## config.mk

```make
export PLATFORM = sky130hd
export DESIGN_NAME = cache_ctrl
export DESIGN_NICKNAME = d
export VERILOG_FILES = /design/src/rtl/cache_ctrl.sv
export SDC_FILE = /design/constraint.sdc
export NUM_CORES = 1
export LEC_CHECK = 0
export CORE_MARGIN = 4
export CORE_UTILIZATION = 48
export CTS_CLUSTER_SIZE = 12
export DETAILED_ROUTE_END_ITERATION = 6
export DONT_BUFFER_PORTS = 1
export GPL_TIMING_DRIVEN = 1
export PLACE_DENSITY = 0.67
export SETUP_SLACK_MARGIN = 0.05
export SYNTH_ARGS = -nofsm -noshare
export SYNTH_HDL_FRONTEND = slang
export SYNTH_SLANG_ARGS = --single-unit
```

## constraint.sdc

```tcl
create_clock -name clk -period 3.2 [get_ports clk]
set_input_delay 0.64 -clock clk [delete_from_list [all_inputs] [get_ports clk]]
set_output_delay 0.64 -clock clk [all_outputs]
set_load 0.005 [all_outputs]
```

## src/rtl/cache_ctrl.sv

```systemverilog
// cache_ctrl: sequencing controller for a direct-mapped, write-through,
// no-write-allocate cache with saturating hit/miss statistics.

module cache_ctrl #(
    parameter int WIDTH = 64,
    parameter int ASIZE = 4,
    parameter int TSIZE = 8
) (
    input  logic                     clk,
    input  logic                     rst_n,
    input  logic                     flush,
    input  logic                     cpu_req,
    input  logic                     cpu_we,
    input  logic [TSIZE+ASIZE-1:0]   cpu_addr,
    input  logic [WIDTH-1:0]         cpu_wdata,
    output logic                     cpu_ready,
    output logic                     cpu_rvalid,
    output logic [WIDTH-1:0]         cpu_rdata,
    output logic                     cpu_wack,
    output logic                     arr_re,
    output logic [ASIZE-1:0]         arr_raddr,
    input  logic [WIDTH-1:0]         arr_dout,
    output logic                     arr_we,
    output logic [ASIZE-1:0]         arr_waddr,
    output logic [WIDTH-1:0]         arr_din,
    output logic                     mem_req,
    output logic                     mem_we,
    output logic [TSIZE+ASIZE-1:0]   mem_addr,
    output logic [WIDTH-1:0]         mem_wdata,
    input  logic                     mem_ack,
    input  logic [WIDTH-1:0]         mem_rdata,
    output logic [15:0]              hit_cnt,
    output logic [15:0]              miss_cnt
);

    localparam int LINES = 1 << ASIZE;
    localparam int AW    = TSIZE + ASIZE;

    typedef enum logic [2:0] {
        IDLE,
        LOOKUP,
        RD_RESP,
        MEM_RD,
        FILL,
        MEM_WR,
        WR_DONE
    } state_e;

    state_e                        state_q, state_d;
    logic [AW-1:0]                 addr_q, addr_d;
    logic [WIDTH-1:0]              wdata_q, wdata_d;
    logic [WIDTH-1:0]              mdata_q, mdata_d;
    logic [WIDTH-1:0]              hold_q, hold_d;
    logic                          hit_q, hit_d;
    logic [15:0]                   hit_cnt_q, hit_cnt_d;
    logic [15:0]                   miss_cnt_q, miss_cnt_d;
    logic [LINES-1:0]              valid_q, valid_d;
    logic [LINES-1:0][TSIZE-1:0]   tag_q, tag_d;

    logic [ASIZE-1:0]              req_idx;
    logic [TSIZE-1:0]              req_tag;
    logic [ASIZE-1:0]              lat_idx;
    logic [TSIZE-1:0]              lat_tag;
    logic                          lookup_hit;

    assign req_idx    = cpu_addr[ASIZE-1:0];
    assign req_tag    = cpu_addr[AW-1:ASIZE];
    assign lat_idx    = addr_q[ASIZE-1:0];
    assign lat_tag    = addr_q[AW-1:ASIZE];
    assign lookup_hit = valid_q[req_idx] && (tag_q[req_idx] == req_tag);

    assign hit_cnt  = hit_cnt_q;
    assign miss_cnt = miss_cnt_q;

    // State register; reset aborts any transaction in flight
    always_ff @(posedge clk) begin
        if (!rst_n) begin
            state_q <= IDLE;
        end else begin
            state_q <= state_d;
        end
    end

    // Next-state, datapath updates and state-decoded outputs
    always_comb begin
        state_d    = state_q;
        addr_d     = addr_q;
        wdata_d    = wdata_q;
        mdata_d    = mdata_q;
        hold_d     = hold_q;
        hit_d      = hit_q;
        hit_cnt_d  = hit_cnt_q;
        miss_cnt_d = miss_cnt_q;
        valid_d    = valid_q;
        tag_d      = tag_q;

        cpu_ready  = 1'b0;
        cpu_rvalid = 1'b0;
        cpu_rdata  = hold_q;
        cpu_wack   = 1'b0;
        arr_re     = 1'b0;
        arr_raddr  = '0;
        arr_we     = 1'b0;
        arr_waddr  = '0;
        arr_din    = '0;
        mem_req    = 1'b0;
        mem_we     = 1'b0;
        mem_addr   = '0;
        mem_wdata  = '0;

        unique case (state_q)
            IDLE: begin
                cpu_ready = !flush;
                if (flush) begin
                    valid_d = '0;
                end else if (cpu_req) begin
                    addr_d  = cpu_addr;
                    wdata_d = cpu_wdata;
                    hit_d   = lookup_hit;
                    if (lookup_hit) begin
                        if (hit_cnt_q != 16'hFFFF) begin
                            hit_cnt_d = hit_cnt_q + 16'd1;
                        end
                    end else begin
                        if (miss_cnt_q != 16'hFFFF) begin
                            miss_cnt_d = miss_cnt_q + 16'd1;
                        end
                    end
                    if (cpu_we) begin
                        state_d = MEM_WR;
                    end else if (lookup_hit) begin
                        state_d = LOOKUP;
                    end else begin
                        state_d = MEM_RD;
                    end
                end
            end
            LOOKUP: begin
                arr_re    = 1'b1;
                arr_raddr = lat_idx;
                state_d   = RD_RESP;
            end
            RD_RESP: begin
                cpu_rvalid = 1'b1;
                cpu_rdata  = arr_dout;
                hold_d     = arr_dout;
                state_d    = IDLE;
            end
            MEM_RD: begin
                mem_req  = 1'b1;
                mem_addr = addr_q;
                if (mem_ack) begin
                    mdata_d = mem_rdata;
                    state_d = FILL;
                end
            end
            FILL: begin
                arr_we           = 1'b1;
                arr_waddr        = lat_idx;
                arr_din          = mdata_q;
                tag_d[lat_idx]   = lat_tag;
                valid_d[lat_idx] = 1'b1;
                cpu_rvalid       = 1'b1;
                cpu_rdata        = mdata_q;
                hold_d           = mdata_q;
                state_d          = IDLE;
            end
            MEM_WR: begin
                mem_req   = 1'b1;
                mem_we    = 1'b1;
                mem_addr  = addr_q;
                mem_wdata = wdata_q;
                if (mem_ack) begin
                    state_d = WR_DONE;
                end
            end
            WR_DONE: begin
                cpu_wack = 1'b1;
                // no-write-allocate: only a line that already holds
                // this address is refreshed
                if (hit_q) begin
                    arr_we    = 1'b1;
                    arr_waddr = lat_idx;
                    arr_din   = wdata_q;
                end
                state_d = IDLE;
            end
            default: begin
                state_d = IDLE;
            end
        endcase
    end

    // Line state, latched request and statistics
    always_ff @(posedge clk) begin
        if (!rst_n) begin
            addr_q     <= '0;
            wdata_q    <= '0;
            mdata_q    <= '0;
            hold_q     <= '0;
            hit_q      <= 1'b0;
            hit_cnt_q  <= '0;
            miss_cnt_q <= '0;
            valid_q    <= '0;
            tag_q      <= '0;
        end else begin
            addr_q     <= addr_d;
            wdata_q    <= wdata_d;
            mdata_q    <= mdata_d;
            hold_q     <= hold_d;
            hit_q      <= hit_d;
            hit_cnt_q  <= hit_cnt_d;
            miss_cnt_q <= miss_cnt_d;
            valid_q    <= valid_d;
            tag_q      <= tag_d;
        end
    end

endmodule
```

==> results_dict.tcl <==
set metrics [dict create \
    outcome "finished clean" \
    clock.fmax_mhz 329 \
    finClkSkew_ps 28.1 \
    die_h_um 196 \
    grt_pass1_vias 13400 \
    antenna_left 0 \
    vias_per_cell 5.99 \
    cp_slowest_cell "dfxtp_1" \
    slew_violations 0 \
    antenna_found_initial 3 \
    drc 0 \
    instances_no_fill 2313 \
    fin_util 0.534 \
    root_buffer "clkbuf_16" \
    drt_iter0_drc 957 \
    dieArea_mm2 0.0384 \
    setup_violations 0 \
    crit_chain "nor3b_4 -> buf_8 -> a221o_1" \
    worstSetupEndpointType "output port" \
    layout.nets 2047 \
    yosysWarnings 0 \
    yosys.area.top_type_share 0.453 \
    p_total_mw 9.84 \
    post_drt_wl_per_cell_um 24.0 \
    yosys.area.top_type "dfxtp_1" \
    wirelength_um 55500 \
    rsz0062_at_grt "false" \
    ctsHoldBuffers 0 \
    min_path_type "input pin to flop" \
    layout_min_cycle_time_ps 3040 \
    tightest_slew_ps 1250 \
    slew_headroom 0.166 \
    gp_congestion 0.922 \
    placed_area_mm2 0.0173 \
    final_cell_mix "dfxtp_1, nand2_1, and2_1, a21oi_1, mux2i_1" \
    grt_max_degree 139 \
    setup_slack_ps 160 \
    avgSynthCellArea_um2 8.85 \
    initial_core_util 0.489 \
    path_delay_family "flip-flops" \
    insertion_delay_ps 550 \
    synth_cell_type_count 55 \
    first_pass_iters 7 \
    numCtsBuffers 41 \
    synth_area_leaders "dfxtp_1, mux2i_1, nand2_1" \
    ioPinCount 461 \
    power.density_mw_per_mm2 531 \
    cts_tree "built" \
    async_flop_share 0 \
    cts.clk_slew.worst_paths_ps 60 \
    grt_overflow 0 \
    grt_pass1_wl_um 82400 \
    cp_data_required_time_ps 2560 \
    p_leak_nw 7.37 \
    cts_buffer_depth 3 \
    dieWidth_um 196 \
    grt_use_total 0.271 \
    netlist_area_mm2 0.0170 \
    start_kind "flop" \
    synth_edf_count 0 \
    syn_nets 2130 \
    fin_area_mm2 0.0185 \
    syn2layout_area_growth_pct 9.18 \
    post_route_cells_drive_above_1_share 0.0781 \
    min_period_over_period 0.950 \
    synth_cells 1918 \
    ys_seq_elements 384 \
    critical_path_buf_inv_count 1 \
    ir_drop_mv 0.450 \
    tns_ps 0 \
    critPathKind "flop to output port" \
    final_common_cell "dfxtp_1" \
    ys.flop_type "dfxtp_1" \
    rows 68 \
    coreArea_mm2 0.0347 \
    crit_arrival_ps 2400 \
    h-tree-depth 2 \
    finalHoldViolations 0 \
    dp_slack_ps 154 \
    vias 13863 \
    timing.max_cap.violations 0 \
    dp_hpwl_um 37500 \
    post-place-cells 2243 \
    crit_fanout 64 \
    yosysSeqAreaShare 0.453 \
    io_buffers 0 \
    cts_num_sinks 384 \
    worst_hold_slack_ps 223 \
    max_stage_delay_ps 510 \
]
power by group:
group / switching (mW) / internal, mW
Sequential: 0.0907 / 4.87
Clock: 1.89 / 2.47
Combinational: 0.337 / 0.190
path summary, 6_finish.rpt:
path,end,startpoint,cells past startpoint,slack [ps]
min,wdata_q[62],cpu_wdata[62],2,220
max,cpu_rdata[33],state_q[1],3,160
min reg2reg,mdata_q[55],mdata_q[55],2,450
max reg2reg,hit_cnt[12],tag_q[63],9,490
timing repair:
action	4_1_cts	5_1_grt
pin swaps	1	0
buffers inserted	3	0
gates resized for setup	5	3
setup endpoints to repair	100	24
cloned	1	0
synth_stat cells, drive strengths merged, types with 4 or more instances:
cell type	number
nor2	128
inv	10
o31ai	7
o21a	12
mux2i	137
nor2b	7
a22oi	4
a21boi	5
xor2	5
and2	202
clkbuf	128
nand2b	16
or3	13
nand3	17
nand4	8
or4	7
a21oi	186
buf	36
nor4	6
and3	22
dfxtp	384
nor3	7
xnor2	6
a221o	64
o21ai	14
nand3b	4
nand2	356
a21o	64
mux4	33
worst register-to-register path, delay by kind of cell, from the launching register on:
kind	cells	cell delay [ps]
and+or+nand+nor	3	940
buffers and inverters	1	230
AOI/OAI and AO/OA	1	140
DFF	1	310
xor gates and xnor gates	1	170
muxes	3	820
flip-flops by register name, summed over array words and instances (netlist names):
signal    cells
addr_q       12
hit_cnt      16
hit_q         1
hold_q       64
mdata_q      64
miss_cnt     16
state_q       3
tag_q       128
valid_q      16
wdata_q      64
layout make-up:
class | count | area (um^2)
clock buffers | 57 | 1140
flip-flops and latches | 384 | 7690
diodes | 2 | 5.00
fillers | 3187 | 16200
inverters | 10 | 45.0
well taps | 455 | 569
repair buffers | 37 | 385
clock inverters | 7 | 68.8
multi-input cells | 1361 | 8640
per-layer routing:
metal,vias to the layer above,part of all wire,GRT usage
met1,6658,0.39,0.342
li1,6386,-,-
met5,-,0,0
met3,132,0.10,0.0876
met2,687,0.47,0.438
met4,0,0.037,0.0983
cells by family (layout without fill, tap and decap cells):
kind of cell,Yosys count,after routing,synth area share
adder cells (fa/ha/maj),2,2,0.00147
XOR/XNOR,11,11,0.00567
multiplexers,170,170,0.125
AO/OA/AOI/OAI,370,370,0.145
buffers and inverters,174,111,0.0420
flip-flops,384,384,0.453
AND/OR/NAND/NOR,807,808,0.228
other,0,2,0
Note: power is estimated with default switching activity, not from simulation.
